`src/rtl/hamming74_encoder_stream.sv`:
```
// hamming74_encoder_stream
//   Streams 4-bit nibbles into Hamming(7,4) codewords for the downstream
//   decoder. Nibbles enter over a valid/ready handshake and wait in a
//   DEPTH-entry FIFO. The FIFO head is encoded combinationally and loaded
//   into a registered valid/ready output stage. Completed output handshakes
//   are counted in a wrapping counter.
//
//   Optional build macro HAMMING_ERR_INJECT_EN adds a single-shot bit-flip
//   injector, used to exercise the decoder's correction path.
//
// Ports
//   clk          rising-edge clock
//   reset        synchronous, active-high reset
//   in_valid     data_in holds a nibble to accept
//   in_ready     a nibble can be accepted this cycle
//   data_in      nibble: bit0=d1 .. bit3=d4
//   out_valid    hammingcode holds a valid codeword
//   out_ready    downstream consumes the codeword this cycle
//   err_arm      (HAMMING_ERR_INJECT_EN) latch err_pos and arm the injector
//   err_pos      (HAMMING_ERR_INJECT_EN) bit index to flip; 7 flips nothing
//   hammingcode  codeword: bit k-1 = Hamming position k
//   fifo_count   FIFO occupancy, not counting the output register
//   words_sent   completed output handshakes, wraps silently

// Pure combinational Hamming(7,4) encoder.
module hamming74_enc (
  input  logic [3:0] d,
  output logic [6:0] code
);
  // {d4, d3, d2, p4, d1, p2, p1}
  assign code = {d[3], d[2], d[1],
                 d[1] ^ d[2] ^ d[3],
                 d[0],
                 d[0] ^ d[2] ^ d[3],
                 d[0] ^ d[1] ^ d[3]};
endmodule

module hamming74_encoder_stream #(
  parameter int DEPTH = 4,
  parameter int CNT_W = 16
) (
  input  logic                         clk,
  input  logic                         reset,
  input  logic                         in_valid,
  output logic                         in_ready,
  input  logic [3:0]                   data_in,
  output logic                         out_valid,
  input  logic                         out_ready,
`ifdef HAMMING_ERR_INJECT_EN
  input  logic                         err_arm,
  input  logic [2:0]                   err_pos,
`endif
  output logic [6:0]                   hammingcode,
  output logic [$clog2(DEPTH+1)-1:0]   fifo_count,
  output logic [CNT_W-1:0]             words_sent
);

  localparam int AW = $clog2(DEPTH);
  localparam int CW = $clog2(DEPTH+1);

  logic [DEPTH-1:0][3:0] mem;
  logic [AW-1:0]         wr_ptr, rd_ptr;
  logic [CW-1:0]         count;
  logic                  push, load, fire;
  logic [6:0]            enc_code, flip_mask;

  // Ready comes from the registered count only: a pop in the same cycle
  // does not free a slot for the incoming nibble.
  assign in_ready   = !reset && (count < CW'(DEPTH));
  assign push       = in_valid && in_ready;
  assign fire       = out_valid && out_ready;
  // Output register is free when empty or being drained this cycle.
  assign load       = (count != '0) && (!out_valid || out_ready);
  assign fifo_count = count;

  // Storage carries no reset; only pointers and count define validity.
  always_ff @(posedge clk) begin
    if (push) mem[wr_ptr] <= data_in;
  end

  // DEPTH is a power of two, so pointers wrap naturally at AW bits.
  always_ff @(posedge clk) begin
    if (reset) begin
      wr_ptr <= '0;
      rd_ptr <= '0;
      count  <= '0;
    end else begin
      if (push) wr_ptr <= wr_ptr + AW'(1);
      if (load) rd_ptr <= rd_ptr + AW'(1);
      case ({push, load})
        2'b10:   count <= count + CW'(1);
        2'b01:   count <= count - CW'(1);
        default: count <= count;
      endcase
    end
  end

  hamming74_enc u_enc (
    .d    (mem[rd_ptr]),
    .code (enc_code)
  );

`ifdef HAMMING_ERR_INJECT_EN
  logic       err_armed;
  logic [2:0] err_pos_q;

  // Shifting into 8 bits and truncating to 7 makes position 7 a no-op.
  assign flip_mask = err_armed ? 7'(8'd1 << err_pos_q) : 7'd0;

  // A new arm takes priority over the disarm caused by a load in the same
  // cycle; that load still uses the previously stored position.
  always_ff @(posedge clk) begin
    if (reset) begin
      err_armed <= 1'b0;
      err_pos_q <= '0;
    end else if (err_arm) begin
      err_armed <= 1'b1;
      err_pos_q <= err_pos;
    end else if (load) begin
      err_armed <= 1'b0;
    end
  end
`else
  assign flip_mask = 7'd0;
`endif

  always_ff @(posedge clk) begin
    if (reset) begin
      out_valid   <= 1'b0;
      hammingcode <= '0;
    end else if (load) begin
      out_valid   <= 1'b1;
      hammingcode <= enc_code ^ flip_mask;
    end else if (fire) begin
      out_valid   <= 1'b0;
    end
  end

  always_ff @(posedge clk) begin
    if (reset)     words_sent <= '0;
    else if (fire) words_sent <= words_sent + CNT_W'(1);
  end

endmodule

```
`config.mk`:
```
export PLATFORM = sky130hd
export DESIGN_NAME = hamming74_encoder_stream
export DESIGN_NICKNAME = d
export VERILOG_FILES = /design/src/rtl/hamming74_encoder_stream.sv
export SDC_FILE = /design/constraint.sdc
export NUM_CORES = 1
export LEC_CHECK = 0
export CORE_UTILIZATION = 47
export CTS_CLUSTER_DIAMETER = 150
export CTS_CLUSTER_SIZE = 30
export DETAILED_ROUTE_END_ITERATION = 8
export HOLD_SLACK_MARGIN = 0.03
export PLACE_DENSITY = 0.72
export SETUP_SLACK_MARGIN = 0.1
export SYNTH_ARGS = -nofsm -noshare
export SYNTH_HDL_FRONTEND = slang
export SYNTH_HIERARCHICAL = 1
export SYNTH_SLANG_ARGS = --single-unit
```
`constraint.sdc`:
```
create_clock -name clk -period 2.15 [get_ports clk]
set_input_delay 0.3225 -clock clk [delete_from_list [all_inputs] [get_ports clk]]
set_output_delay 0.3225 -clock clk [all_outputs]
set_load 0.005 [all_outputs]
```
==> impl_metrics.json <==
{
  "max_freq_mhz": 519,
  "wire_per_inst_um": 13.9,
  "die_area_um2": 4750,
  "fillers": 341,
  "syn-num-nets": 201,
  "fin_crit_sh": 0.896,
  "whs_ns": 0.501,
  "min_period_ns": 1.93,
  "ios": 36,
  "vias_per_cell": 5.33,
  "drt_iter0_markers": 79,
  "ir_drop_mv": 0.866,
  "synth_area_um2": 2110,
  "synth_commonest_cells": "dfxtp_1 (31), nor2_1 (27), edfxtp_1 (16)",
  "yosysTopAreaCellShare": 0.295,
  "nNetsFinal": 245,
  "cts.sinks": 47,
  "tns_ns": 0,
  "outcome": "completed",
  "synth_edf_count": 16,
  "cts.htree.levels": 2,
  "crit_path_cell_trace": "nor2_1, and2_1, inv_1, ha_2, inv_1, fa_2, xor2_1, or3_1, a21oi_1",
  "synth-async-reset-ratio": 0,
  "clock_path_buffers": 2,
  "p_leak_nw": 0.993,
  "die_h_um": 69.0,
  "die_x_um": 69.0,
  "cts_made_buffers": 5,
  "grt_pass1_vias": 1429,
  "critPathLaunchType": "flop",
  "drv_cap": 0,
  "yosysMostFrequentCell": "dfxtp_1",
  "finalHoldViolations": 0,
  "num_rows": 23,
  "grt_pass1_wl_um": 6580,
  "rsz0062_at_grt": "no",
  "critical_path_class": "reg -> reg",
  "vias": 1497,
  "required_ns": 2.37,
  "clk_pin_slew_ns": 0.08,
  "path_max_fanout": 5,
  "setup_violations": 0,
  "yosysUniqueCellTypes": 35,
  "initial_core_util": 0.508,
  "synth-seq-area-share": 0.523,
  "postSynthCellCount": 186,
  "antenna_found_initial": 0,
  "ys_ff_latch": 47,
  "drt-pass1-iter-count": 4,
  "synth.area.top_cells": "dfxtp_1 (29%), edfxtp_1 (23%), nor2_1 (4.8%), mux4_2 (4.3%), xor2_1 (3.7%)",
  "relSlewSlack": 0.722,
  "cts_tree": "yes",
  "core_area_um2": 4140,
  "antennaDiodeCount": 0,
  "gp_congestion": 0.847,
  "grt_max_degree": 33,
  "p_per_area_nw_per_um2": 1060,
  "ys_warn_count": 6,
  "overflow": 0,
  "synth_ff_type": "dfxtp_1",
  "layout-drive-gt1-share": 0.126,
  "syn_avg_cell_area_um2": 11.3,
  "syn2layout_area_growth_pct": 25.7,
  "drcViolationCount": 0,
  "cpPeakStageDelay_ns": 0.40,
  "dpl.hpwl_um": 2870,
  "synth.largest_area_cell": "dfxtp_1",
  "grt_use_total": 0.196,
  "drt-total-wl_um": 3910,
  "finalPower_w": 0.00282,
  "slew_violations": 0,
  "cpMaxStageDelayCell": "dfxtp_1",
  "cp_common_cell": "inv_1",
  "worst_pin_slew_ns": 0.414,
  "cts_root_buf": "clkbuf_8",
  "port_buffers": 35,
  "cp-end-kind": "flop",
  "clock_skew_ns": 0.0101,
  "ant_nets": 0,
  "clk_latency_ns": 0.29,
  "hp-class": "reg -> reg",
  "cp.arrival_ns": 2.15
}
-- cells by family after synthesis --
group,after synthesis,synth area share
AO/OA/AOI/OAI,13,0.0350
AND/OR/NAND/NOR,69,0.174
multiplexers,12,0.0814
buffers and inverters,19,0.0416
XOR/XNOR,19,0.100
adder cells (fa/ha/maj),7,0.0451
flip-flops,47,0.523
-- layout by cell type, fill, tap and decap left out, types with 8 or more instances in the layout --
cell | synthesis | routed
nand2_1 | 8 | 8
inv_1 | 9 | 9
nor2_1 | 27 | 27
clkdlybuf4s50_1 | 0 | 33
xor2_1 | 9 | 9
buf_4 | 4 | 12
edfxtp_1 | 16 | 16
dfxtp_1 | 31 | 31
-- registers in the layout, summed over array words and instances, names as in the netlist --
signal and count:
mem 16, out_valid 1, wr_ptr 2, fifo_count 3, hammingcode 7, rd_ptr 2
words_sent 16
-- per-layer routing --
| metal | GRT usage | up-vias | share of wire |
|---|---|---|---|
| li1 | - | 738 | - |
| met1 | 0.236 | 719 | 0.45 |
| met2 | 0.316 | 36 | 0.50 |
| met3 | 0.0559 | 4 | 0.035 |
| met4 | 0.102 | 0 | 0.012 |
| met5 | 0 | - | 0 |
-- final timing paths --
check / startpoint / to / slack [ns] / depth (start not counted)
worst max-delay path: fifo_count[2] / fifo_count[2] / 0.22 / 9
worst min-delay path: hammingcode[2] / hammingcode[2] / 0.50 / 2
worst max register to register: fifo_count[2] / fifo_count[2] / 0.22 / 9
worst min register to register: hammingcode[2] / hammingcode[2] / 0.50 / 2
-- metrics by stage --
step                      std cells  setup slack, ns   util  cell area [um2]
after floorplan                 186            0.102      -             2110
after global placement          273           -0.162  0.617             2560
after detailed placement        273           -0.282  0.617             2560
after CTS                       281            0.115  0.637             2640
after global routing            281            0.116  0.639             2650
final                           281            0.223  0.639             2650
-- worst max-delay path, delay by kind of cell (launching register included) --
family	cells	cell delay (ns)
buf+inv	2	0.11
fa+ha+maj	2	0.49
flops	1	0.40
compound gates	1	0.13
simple gates	3	0.58
xor+xnor	1	0.15
-- layout make-up --
cell class / instances / area (um2) / area share
multi-input combinational: 120 / 927 / 0.350
clock buffer: 7 / 76.3 / 0.0288
inverter: 9 / 33.8 / 0.0128
sequential: 47 / 1100 / 0.416
tap: 50 / 62.6 / 0.0236
timing repair buffer: 47 / 442 / 0.167
clock inverter: 1 / 5.00 / 0.00189
-- power breakdown --
| group | leakage [nW] | internal (W) | switching, W |
|---|---|---|---|
| registers | 0.397 | 0.00106 | 0.000110 |
| clock network | 0.0422 | 0.000228 | 0.000266 |
| logic | 0.554 | 0.000677 | 0.000481 |
| total | 0.993 | 0.00196 | 0.000857 |
-- timing repair --
| action | 4_1_cts | 5_1_grt |
|---|---|---|
| pin swaps | 0 | 3 |
| hold buffers | 0 | 0 |
| setup buffers | 0 | 0 |
| resized for setup | 2 | 3 |
| setup endpoints to repair | 1 | 1 |
No activity file was read; power rests on OpenSTA's default activity.
